### src/rtl/rx_pkg.sv
// Shared definitions for the lane receiver / de-striper.
//   COM        : alignment/control symbol, never forwarded downstream
//   LOCK_CNT   : consecutive aligned COM sets needed to declare lock
//   ERR_MAX    : consecutive lane-mismatch boundaries that drop lock
//   MODE_*     : lane-mode encodings carried on the S input
//   rx_state_e : receiver state encoding (also exported for debug)
package rx_pkg;

    localparam logic [7:0] COM      = 8'hBC;
    localparam int         LOCK_CNT = 2;
    localparam int         ERR_MAX  = 3;

    localparam logic [1:0] MODE_X1 = 2'b00;
    localparam logic [1:0] MODE_X2 = 2'b01;
    localparam logic [1:0] MODE_X4 = 2'b10;

    typedef enum logic [1:0] {
        HUNT   = 2'd0,
        VERIFY = 2'd1,
        LOCKED = 2'd2
    } rx_state_e;

    // Lanes taking part in a mode; the reserved code behaves as x1.
    function automatic logic [3:0] lane_mask(input logic [1:0] mode);
        case (mode)
            MODE_X1: return 4'b0001;
            MODE_X2: return 4'b0011;
            MODE_X4: return 4'b1111;
            default: return 4'b0001;
        endcase
    endfunction

    // Bytes drained per data set in a mode.
    function automatic logic [2:0] lane_count(input logic [1:0] mode);
        case (mode)
            MODE_X2: return 3'd2;
            MODE_X4: return 3'd4;
            default: return 3'd1;
        endcase
    endfunction

endpackage

### src/rtl/rx_lane.sv
// One serial lane: MSB-first shift register plus COM detector.
//   clk, reset (async, active low), enb : clock / reset / enable
//   ln     : serial lane input
//   sym    : current 8-bit window including the bit arriving this cycle
//   is_com : sym equals COM
module rx_lane
    import rx_pkg::*;
(
    input  logic       clk,
    input  logic       reset,
    input  logic       enb,
    input  logic       ln,
    output logic [7:0] sym,
    output logic       is_com
);

    // The 8-bit shift register is {hist, ln}: only the seven older bits need
    // storage, since the oldest bit ages out on the very next shift.
    logic [6:0] hist;

    assign sym    = {hist, ln};
    assign is_com = (sym == COM);

    always_ff @(posedge clk or negedge reset) begin
        if (!reset) begin
            hist <= '0;
        end else if (enb) begin
            hist <= sym[6:0];
        end
    end

endmodule

### src/rtl/rx_destripe.sv
// Receive-side lane de-striper: finds symbol lock on COM across the active
// lanes, then drains each data set as a byte stream in lane order.
//   clk, reset (async, active low), enb (freeze when 0)
//   S          : lane mode, latched when lock is declared
//   L0..L3     : serial lanes, MSB first
//   data/valid : output byte and its qualifier. valid is a pure strobe with
//                no ready: the consumer must take every byte the cycle it is
//                valid; data holds its last value while valid is low.
//   locked     : symbol lock achieved
//   err        : one-cycle pulse on a partial-COM boundary while locked
//   dbg_state  : current FSM state
module rx_destripe
    import rx_pkg::*;
(
    input  logic       clk,
    input  logic       reset,
    input  logic       enb,
    input  logic [1:0] S,
    input  logic       L0,
    input  logic       L1,
    input  logic       L2,
    input  logic       L3,
    output logic [7:0] data,
    output logic       valid,
    output logic       locked,
    output logic       err,
    output rx_state_e  dbg_state
);

    rx_state_e  state, state_n;
    logic [2:0] bit_cnt, bit_cnt_n;
    logic [1:0] lock_cnt, lock_cnt_n;
    logic [1:0] err_cnt, err_cnt_n;
    logic [1:0] mode_q;
    logic       latch_buf, latch_mode, err_n;

    logic [3:0] lane_in;
    logic [7:0] sym [4];
    logic [3:0] is_com;

    logic [7:0] hold [4];
    logic [2:0] drain_rem;
    logic [1:0] drain_idx;

    assign lane_in   = {L3, L2, L1, L0};
    assign dbg_state = state;

    for (genvar i = 0; i < 4; i++) begin : g_lane
        rx_lane u_lane (
            .clk    (clk),
            .reset  (reset),
            .enb    (enb),
            .ln     (lane_in[i]),
            .sym    (sym[i]),
            .is_com (is_com[i])
        );
    end

    // While hunting/verifying the live S picks the lanes; once locked the
    // latched mode is used so S changes have no effect until the next hunt.
    logic [1:0] act_mode;
    logic [3:0] mask;
    logic       all_com, none_com, boundary;

    assign act_mode = (state == LOCKED) ? mode_q : S;
    assign mask     = lane_mask(act_mode);
    assign all_com  = ((is_com & mask) == mask);
    assign none_com = ((is_com & mask) == 4'b0000);
    // bit_cnt==7 is the cycle the eighth bit of a symbol is sampled.
    assign boundary = (bit_cnt == 3'd7);

    always_ff @(posedge clk or negedge reset) begin
        if (!reset) begin
            state    <= HUNT;
            bit_cnt  <= '0;
            lock_cnt <= '0;
            err_cnt  <= '0;
            mode_q   <= MODE_X1;
        end else if (enb) begin
            state    <= state_n;
            bit_cnt  <= bit_cnt_n;
            lock_cnt <= lock_cnt_n;
            err_cnt  <= err_cnt_n;
            if (latch_mode) begin
                mode_q <= S;
            end
        end
    end

    always_comb begin
        state_n    = state;
        bit_cnt_n  = bit_cnt + 3'd1;
        lock_cnt_n = lock_cnt;
        err_cnt_n  = err_cnt;
        latch_buf  = 1'b0;
        latch_mode = 1'b0;
        err_n      = 1'b0;
        case (state)
            HUNT: begin
                // A match marks this cycle as the boundary (count restarts at 0).
                bit_cnt_n  = 3'd0;
                lock_cnt_n = 2'd0;
                err_cnt_n  = 2'd0;
                if (all_com) begin
                    state_n    = VERIFY;
                    lock_cnt_n = 2'd1;
                end
            end
            VERIFY: begin
                if (boundary) begin
                    if (all_com) begin
                        lock_cnt_n = lock_cnt + 2'd1;
                        if (lock_cnt_n == 2'(LOCK_CNT)) begin
                            state_n    = LOCKED;
                            latch_mode = 1'b1;
                        end
                    end else begin
                        state_n    = HUNT;
                        lock_cnt_n = 2'd0;
                    end
                end
            end
            LOCKED: begin
                if (boundary) begin
                    if (all_com) begin
                        err_cnt_n = 2'd0;
                    end else if (none_com) begin
                        err_cnt_n = 2'd0;
                        latch_buf = 1'b1;
                    end else begin
                        err_n = 1'b1;
                        if (err_cnt == 2'(ERR_MAX - 1)) begin
                            state_n   = HUNT;
                            err_cnt_n = 2'd0;
                        end else begin
                            err_cnt_n = err_cnt + 2'd1;
                        end
                    end
                end
            end
            default: state_n = HUNT;
        endcase
    end

    // Output side: the hold buffer is loaded at the boundary and drained one
    // byte per enabled cycle starting on the next edge. A drain (max 4) always
    // ends before the next boundary (8 cycles), so the buffer never overruns.
    always_ff @(posedge clk or negedge reset) begin
        if (!reset) begin
            data      <= 8'h00;
            valid     <= 1'b0;
            locked    <= 1'b0;
            err       <= 1'b0;
            drain_rem <= '0;
            drain_idx <= '0;
            for (int i = 0; i < 4; i++) begin
                hold[i] <= 8'h00;
            end
        end else begin
            valid <= 1'b0;
            err   <= 1'b0;
            if (enb) begin
                err    <= err_n;
                locked <= (state_n == LOCKED);
                if (latch_buf) begin
                    for (int i = 0; i < 4; i++) begin
                        hold[i] <= sym[i];
                    end
                    drain_rem <= lane_count(mode_q);
                    drain_idx <= 2'd0;
                end else if (drain_rem != 3'd0) begin
                    data      <= hold[drain_idx];
                    valid     <= 1'b1;
                    drain_idx <= drain_idx + 2'd1;
                    drain_rem <= drain_rem - 3'd1;
                end
            end
        end
    end

endmodule

### config.mk
export PLATFORM = sky130hd
export DESIGN_NAME = rx_destripe
export DESIGN_NICKNAME = d
export VERILOG_FILES = /design/src/rtl/rx_pkg.sv /design/src/rtl/rx_lane.sv /design/src/rtl/rx_destripe.sv
export SDC_FILE = /design/constraint.sdc
export NUM_CORES = 1
export LEC_CHECK = 0
export CORE_UTILIZATION = 50
export CTS_CLUSTER_SIZE = 16
export DETAILED_ROUTE_END_ITERATION = 10
export PLACE_DENSITY_LB_ADDON = 0.2
export SKIP_CTS_REPAIR_TIMING = 1
export SYNTH_ARGS = -nofsm -noshare
export SYNTH_HDL_FRONTEND = slang
export SYNTH_HIERARCHICAL = 1
export SYNTH_SLANG_ARGS = --single-unit
### constraint.sdc
create_clock -name clk -period 6.05 [get_ports clk]
set_input_delay 1.21 -clock clk [delete_from_list [all_inputs] [get_ports clk]]
set_output_delay 1.21 -clock clk [all_outputs]
set_load 0.1 [all_outputs]
==> impl_metrics.tcl, run 1 <==
set metrics [dict create \
    status "finished, final reports clean" \
    cts_max_level 3 \
    p_leak_nw 2.02 \
    num_rows 32 \
    crit_slowest_cell "nor4_2" \
    ys_seq_elements 87 \
    firstDrtPassIters 4 \
    dpl.hpwl_mm 4.81 \
    yosysWarnings 6 \
    hold_path_class "reg2reg" \
    rsz0062_at_grt "no" \
    worstHoldPathCells 1 \
    hold_viol_final 0 \
    clock_latency_ns 0.35 \
    drc 0 \
    die_area_um2 8620 \
    grt_pass1_vias 2304 \
    critPathKind "in2reg" \
    stdcell_area_um2 4560 \
    setup_viol_count_final 0 \
    async_flop_share_pct 100 \
    dieWidth_um 92.8 \
    hold_slack_ns 0.503 \
    peakVddDrop_mv 0.252 \
    cts-root-buf "clkbuf_8" \
    period_needed_ns 3.37 \
    grt_pass1_wl_mm 12.2 \
    fin_setup_tns_ns 0 \
    cts_buffers 9 \
    yosysSeqAreaShare_pct 52.8 \
    cts.path.max_buffers 2 \
    drv_cap 0 \
    drtIter0Drc 122 \
    synth_area_um2 4130 \
    place_congestion 0.738 \
    overflow 0 \
    worst_clock_skew_ns 0.0114 \
    grt_max_degree 85 \
    crit_required_ns 6.30 \
    antenna_found_initial 0 \
    finalMaxSlewViolations 0 \
    slew_headroom_pct 29.5 \
    drive_above_1_share_pct 34.6 \
    routedWlPerCell_um 17.6 \
    end_kind "register" \
    antenna_left 0 \
    start_util_pct 52.6 \
    die_y_um 92.8 \
    yosys.cell_types.count 41 \
    portBuffers 21 \
    routed_wl_mm 7.24 \
    worst_pin_slew_ns 1.06 \
    dpl_cell_area_um2 4330 \
    diodes 0 \
    vias 2301 \
    cts_tree "yes" \
    via_per_inst 5.60 \
    synth_edf_count 0 \
    io_pins 22 \
    period_share_pct 55.6 \
    syn_nets 304 \
    grtUsageTotal_pct 19.0 \
    path_cells "clkdlybuf4s50_1 > nor4_2 > o21ai_0 > or3_1 > nor2_1 > mux2_2" \
    rr_worst_depth 9 \
    final_nets 321 \
    startpoint_type "input port" \
    critPathMaxFanout 6 \
    fmax_mhz 297 \
    cpPeakStageDelay_ns 0.65 \
    core_area_um2 7850 \
    avgSynthCellArea_um2 14.4 \
    clock-sinks 87 \
    critical_path_arrival_ns 3.61 \
    synthFlopType "dfrtp_1" \
    p_per_area_nw_per_um2 459 \
    syn2layout_area_growth_pct 10.5 \
    synthCells 287 \
    cts.clk_slew.worst_paths_ns 0.09 \
]
critical path, delay by kind of cell:
kind,cells,cell delay (ns)
mux,1,0.35
buf+inv,1,0.46
compound gates,1,0.33
simple gates,3,1.25
layer usage:
metal / wire length, um / GRT usage (%)
met5: 0 / 0
met4: 144 / 9.23
met3: 148 / 2.96
met2: 3280 / 26.8
met1: 3670 / 28.4
state kept, by name, indices dropped and copies added, names as in the netlist:
signal,cells
hold,32
drain_idx,2
valid,1
data,8
lock_cnt,2
locked,1
dbg_state,2
mode_q,2
g_lane.u_lane/hist,28
err_cnt,2
drain_rem,3
bit_cnt,3
err,1
synthesized netlist by cell type (4+ instances only):
cell type  instances  area [um^2]
nand2_1           10         37.5
dfrtp_1           87         2180
ha_1               8          100
nand3b_1           4         30.0
mux4_2             8          180
o211ai_1           4         30.0
o21ai_0            7         35.0
mux2_4            28          420
buf_6              7         78.8
buf_4              8         60.1
nand4b_1           4         35.0
inv_1             13         48.8
mux2_2            41          462
nor2_1            10         37.5
nor4_2             5         62.6
o22ai_1            4         25.0
worst paths after layout:
check                                            to    startpoint  slack [ns]
min in group asynchronous  g_lane[0].u_lane/hist[4]         reset        0.63
max                                       mode_q[1]            L0        2.68
min                                         hold[4]       hold[4]        0.50
max in group asynchronous  g_lane[3].u_lane/hist[2]         reset        4.20
max reg2reg                                 data[1]  dbg_state[1]        2.95
min reg2reg                                 hold[4]       hold[4]        0.50
cell type report:
type	count	area (um^2)
Fill cell	659	3290
Tap cell	102	128
Multi-Input combinational cell	168	1750
Inverter	14	52.6
Clock inverter	5	80.1
Clock buffer	11	151
Timing Repair Buffer	24	225
Sequential cell	87	2180
cell usage in the layout, fill, tap and decap left out, types with 8 or more instances in the layout:
| cell | synthesis | layout |
|---|---|---|
| clkdlybuf4s50_1 | 0 | 19 |
| clkbuf_8 | 0 | 11 |
| nand2_1 | 10 | 10 |
| inv_1 | 13 | 13 |
| ha_1 | 8 | 8 |
| nor2_1 | 10 | 10 |
| dfrtp_1 | 87 | 87 |
| mux2_2 | 41 | 41 |
| mux2_4 | 28 | 28 |
| mux4_2 | 8 | 8 |
cells by family after synthesis:
group           count (synthesis)  share of synthesized area [%]
xor+xnor                        1                          0.212
flops                          87                           52.8
compound gates                 29                           4.64
simple gates                   49                           8.22
fa+ha+maj                       8                           2.43
mux                            81                           26.8
buf+inv                        32                           4.91
metrics by stage:
stage	worst slack [ns]	util (%)	instances	power [mW]
3_5_place_dp	2.28	55.1	395	1.65
3_3_place_gp	2.34	55.1	395	1.63
2_1_floorplan	2.66	-	287	1.48
5_1_grt	2.49	58.1	411	2.20
4_1_cts	2.68	58.1	411	2.11
6_report	2.68	58.1	411	2.09
power breakdown:
part,switching [mW],internal [mW],total [mW]
combinational,0.347,0.345,0.692
clock,0.203,0.254,0.457
sequential,0.164,0.778,0.942
No activity file was read; power rests on OpenSTA's default activity.
==> run 2, diff against run 1 <==
==> constraint.sdc (replaced) <==
create_clock -name clk -period 3.5 [get_ports clk]
set_input_delay 0.7 -clock clk [delete_from_list [all_inputs] [get_ports clk]]
set_output_delay 0.7 -clock clk [all_outputs]
set_load 0.1 [all_outputs]
==> run 2 against run 1 <==
Via count about the same. Sequential power is 74% higher. Sequential share of layout area rose by 0.13 points. Count of clock-buffer cells in the layout up 1. Largest cell class unchanged. Cell count grew 0.49%. Combinational power increased by 73%. Routed wire length rose by 1.9%. Critical path depth grew 2. Power increased by 70%. Setup slack worse by 2.0 ns.
==> impl_metrics.tcl, run 2 (synthesis gave the netlist of run 1 again) <==
set metrics [dict create \
    status "finished, final reports clean" \
    cts_tree "yes" \
    top_regs "hold x32, g_lane.u_lane/hist x28, data x8" \
    critPathMaxFanout 12 \
    antenna_left 0 \
    final_nets 323 \
    p_per_area_nw_per_um2 783 \
    grt_pass1_wl_mm 12.8 \
    crit_required_ns 3.74 \
    top_register "hold" \
    die_area_um2 8620 \
    critPathKind "reg2reg" \
    cts.path.max_buffers 2 \
    end_kind "register" \
    dpl_cell_area_um2 4340 \
    grtUsageTotal_pct 19.4 \
    grt_max_degree 88 \
    via_per_inst 5.57 \
    diodes 0 \
    fmax_mhz 350 \
    portBuffers 21 \
    io_pins 22 \
    dp.cells 397 \
    stdcell_area_um2 4550 \
    rsz0062_at_grt "no" \
    final_common_cell "dfrtp_1" \
    worst_clock_skew_ns 0.00787 \
    hold_slack_ns 0.502 \
    hold_viol_final 0 \
    start_util_pct 52.6 \
    startpoint_type "register" \
    syn2layout_area_growth_pct 10.2 \
    p_sw_mw 1.25 \
    pwr-share-seq_pct 46.1 \
    layout_setup_ws_ns 0.645 \
    finalMaxSlewViolations 0 \
    clock_power_share_pct 20.3 \
    cts.clk_slew.worst_paths_ns 0.08 \
    die_y_um 92.8 \
    vias 2302 \
    largest_register_ffs 32 \
    total_power_mw 3.56 \
    num_rows 32 \
    fin_setup_tns_ns 0 \
    antenna_found_initial 0 \
    drc 0 \
    instances_no_fill 413 \
    final_cell_mix "dfrtp_1, mux2_2, mux2_4, clkdlybuf4s50_1, inv_1" \
    worstHoldPathCells 1 \
    grt_pass1_vias 2440 \
    drive_above_1_share_pct 35.4 \
    rr_worst_depth 8 \
    hold_path_class "reg2reg" \
    cts_max_level 3 \
    routed_wl_mm 7.37 \
    switching_share_pct 35.0 \
    core_area_um2 7850 \
    preCtsSetupSlack_ns 0.399 \
    worst_pin_slew_ns 1.08 \
    peakVddDrop_mv 0.412 \
    final_core_util_pct 57.9 \
    routedWlPerCell_um 17.8 \
    clock-sinks 87 \
    cts-root-buf "clkbuf_8" \
    power.internal_mw 2.31 \
    slew_headroom_pct 27.7 \
    firstDrtPassIters 4 \
    dpl.hpwl_mm 4.93 \
    critical_path_arrival_ns 3.09 \
    period_needed_ns 2.85 \
    drv_cap 0 \
    clock_latency_ns 0.35 \
    pwr-share-comb_pct 33.6 \
    p_leak_nw 2.02 \
    overflow 0 \
    place_congestion 0.758 \
    dieWidth_um 92.8 \
    drtIter0Drc 75 \
    setup_viol_count_final 0 \
    period_share_pct 81.6 \
    cts_buffers 9 \
]
==> run 2: cell types whose count changed in the layout (fill, tap and decap cells not counted) <==
cell,delta
buf_4,+4
bufinv_16,-1
clkinv_2,-1
clkdlybuf4s50_1,-2
clkinv_4,+1
clkbuf_1,+1
==> run 2: cell type report <==
cell class	count	area (um^2)
Clock buffer	12	155
Clock inverter	4	53.8
Sequential cell	87	2180
Multi-Input combinational cell	168	1750
Timing Repair Buffer	26	235
Fill cell	679	3300
Tap cell	102	128
Inverter	14	52.6
==> run 2: final timing paths <==
| kind | from | end | slack (ns) |
|---|---|---|---|
| max | dbg_state[0] | data[6] | 0.65 |
| min | hold[4] | hold[4] | 0.50 |
| max reg2reg | dbg_state[0] | data[6] | 0.65 |
| min reg2reg | hold[4] | hold[4] | 0.50 |
| max in group asynchronous | reset | drain_rem[2] | 2.27 |
| min in group asynchronous | reset | g_lane[0].u_lane/hist[5] | 0.54 |
==> run 2: critical path, stage by stage (launching register included) <==
cell	delay, ns
dfrtp_1	0.51
nor2_1	0.28
mux2_2	0.38
ha_1	0.30
nor2b_1	0.27
nor4_2	0.11
or2_2	0.35
inv_2	0.18
mux2_2	0.36
==> run 2: power by group through the flow <==
stage	sequential, mW	combinational, mW	clock, mW
final	1.64	1.20	0.722
after global routing	1.69	1.28	0.782
after CTS	1.64	1.21	0.744
after detailed placement	1.66	1.21	0
after global placement	1.65	1.18	0
after floorplan	1.83	0.727	0
==> run 2: layer usage <==
metal	wire (um)	part of all wire (%)	track usage, %
met5	0	0	0
met4	101	1.4	6.54
met3	211	2.9	3.94
met2	3290	45	28.3
met1	3770	51	28.9
==> run 3, diff against run 2 <==
==> constraint.sdc (replaced) <==
create_clock -name clk -period 2.63 [get_ports clk]
set_input_delay 0.526 -clock clk [delete_from_list [all_inputs] [get_ports clk]]
set_output_delay 0.526 -clock clk [all_outputs]
set_load 0.1 [all_outputs]
==> run 3 against run 2 <==
Maximum frequency grew 16%. Count of clock-buffer cells in the layout is 1 lower. Utilization rose by 2.0 points. Routed wire length increased by 5.5%. Sequential share of layout area shrank 1.5 points. Power grew 33%. Global-route usage is 0.71 points higher. Cell count rose by 3.4%. Flip-flop and latch count unchanged. Final area up 3.5%. Combinational power increased by 37%. Critical path depth stayed put. Largest power group unchanged.
==> impl_metrics.tcl, run 3 (synthesis gave the netlist of run 1 again) <==
set metrics [dict create \
    status "finished, final reports clean" \
    top_regs "hold x32, g_lane.u_lane/hist x28, data x8" \
    critPathKind "reg2reg" \
    critical_path_arrival_ns 2.70 \
    peakVddDrop_mv 0.428 \
    cts_buffers 9 \
    final_nets 337 \
    p_sw_mw 1.71 \
    overflow 0 \
    hold_path_class "in2async" \
    multi_input_area_um2 1810 \
    cts_max_level 3 \
    n_fill_cell 653 \
    cts-root-buf "clkbuf_8" \
    core_area_um2 7850 \
    ff_latch_area_um2 2180 \
    path_buf_inv 2 \
    rsz0062_at_grt "no" \
    fmax_mhz 407 \
    dieWidth_um 92.8 \
    portBuffers 21 \
    drtIter0Drc 94 \
    cts.path.max_buffers 2 \
    clock_power_share_pct 18.8 \
    antenna_left 0 \
    hold_viol_final 0 \
    drv_cap 0 \
    clock-sinks 87 \
    antenna_found_initial 0 \
    preCtsSetupSlack_ns -0.0961 \
    top_register "hold" \
    routed_wl_mm 7.78 \
    diodes 0 \
    clock_latency_ns 0.35 \
    final_common_cell "dfrtp_1" \
    die_y_um 92.8 \
    drive_above_1_share_pct 45.2 \
    grt_pass1_wl_mm 13.0 \
    p_per_area_nw_per_um2 1000 \
    crit_slowest_cell "dfrtp_4" \
    die_area_um2 8620 \
    grtUsageTotal_pct 20.1 \
    io_pins 22 \
    syn2layout_area_growth_pct 14.1 \
    start_util_pct 52.6 \
    setup_viol_count_final 0 \
    p_leak_nw 2.11 \
    final_cell_mix "dfrtp_1, mux2_2, mux2_4, buf_4, inv_1" \
    grt_max_degree 47 \
    pwr-share-seq_pct 46.4 \
    finalMaxSlewViolations 0 \
    period_needed_ns 2.46 \
    startpoint_type "register" \
    period_share_pct 93.5 \
    cpPeakStageDelay_ns 0.49 \
    dpl.hpwl_mm 5.43 \
    vias 2380 \
    pwr-share-comb_pct 34.8 \
    layout_setup_ws_ns 0.171 \
    cts.clk_slew.worst_paths_ns 0.09 \
    drc 0 \
    crit_required_ns 2.87 \
    num_rows 32 \
    worst_clock_skew_ns 0.00984 \
    path_cells "nor2_4 > mux2_4 > ha_4 > o21a_1 > buf_4 > nor4_4 > buf_12 > mux2_2" \
    stdcell_area_um2 4710 \
    firstDrtPassIters 6 \
    largest_register_ffs 32 \
    power.internal_mw 3.01 \
    routedWlPerCell_um 18.2 \
    cts_tree "yes" \
    slew_headroom_pct 56.1 \
    worst_pin_slew_ns 0.658 \
    end_kind "register" \
    grt_pass1_vias 2488 \
    place_congestion 0.726 \
    switching_share_pct 36.2 \
    via_per_inst 5.57 \
    dpl_cell_area_um2 4510 \
    critPathMaxFanout 37 \
    critPathTopFamily "multiplexers" \
]
-- run 3: cell count changes in the layout (fill, tap and decap cells not counted), sizes merged --
cell           change
buf               +25
clkdlybuf4s50     -11
bufinv             -1
clkbuf             -1
clkinvlp           +1
inv                +1
-- run 3: worst paths after layout --
path / cells after the start / startpoint / slack (ns) / endpoint
setup / recovery: 8 / dbg_state[0] / 0.17 / hold[9]
hold / removal: 1 / reset / 0.17 / hold[29]
setup reg to reg: 8 / dbg_state[0] / 0.17 / hold[9]
hold reg to reg: 1 / hold[4] / 0.49 / hold[4]
max in group asynchronous: 2 / reset / 1.83 / g_lane[2].u_lane/hist[0]
min in group clk: 1 / hold[4] / 0.49 / hold[4]
-- run 3: per-layer routing --
layer	global-route usage [%]	share of wire, %	vias to the layer above
met4	6.03	1.2	0
met5	0	0	-
met2	31.1	47	46
met1	28.8	49	1227
met3	3.94	3.0	7
li1	-	-	1100
-- run 3: power groups by stage --
stage	combinational (mW)	clock, mW	sequential (mW)
floorplan	1.00	0	2.43
global placement	1.61	0	2.20
detailed placement	1.65	0	2.23
CTS	1.66	0.906	2.20
global route	1.75	0.970	2.26
finish	1.64	0.887	2.19
-- run 3: area by class of cell --
type / instances / area share [%]
timing repair buffer: 40 / 7.18
tap: 102 / 2.71
sequential: 87 / 46.4
clock buffer: 11 / 3.22
inverter: 14 / 1.22
multi-input combinational: 168 / 38.4
clock inverter: 5 / 0.851
-- run 3: per-stage QoR --
| step | hold slack [ns] | std cells | TNS [ns] | total power, mW | util (%) |
|---|---|---|---|---|---|
| final | 0.169 | 427 | 0 | 4.72 | 60.0 |
| after detailed placement | 0.474 | 411 | -2.86 | 3.88 | 57.5 |
| after floorplan | 0.230 | 287 | -3.28 | 3.43 | - |
| after CTS | 0.186 | 427 | 0 | 4.76 | 60.0 |
| after global routing | 0.202 | 427 | 0 | 4.98 | 60.0 |
| after global placement | 0.467 | 411 | -1.56 | 3.81 | 57.5 |
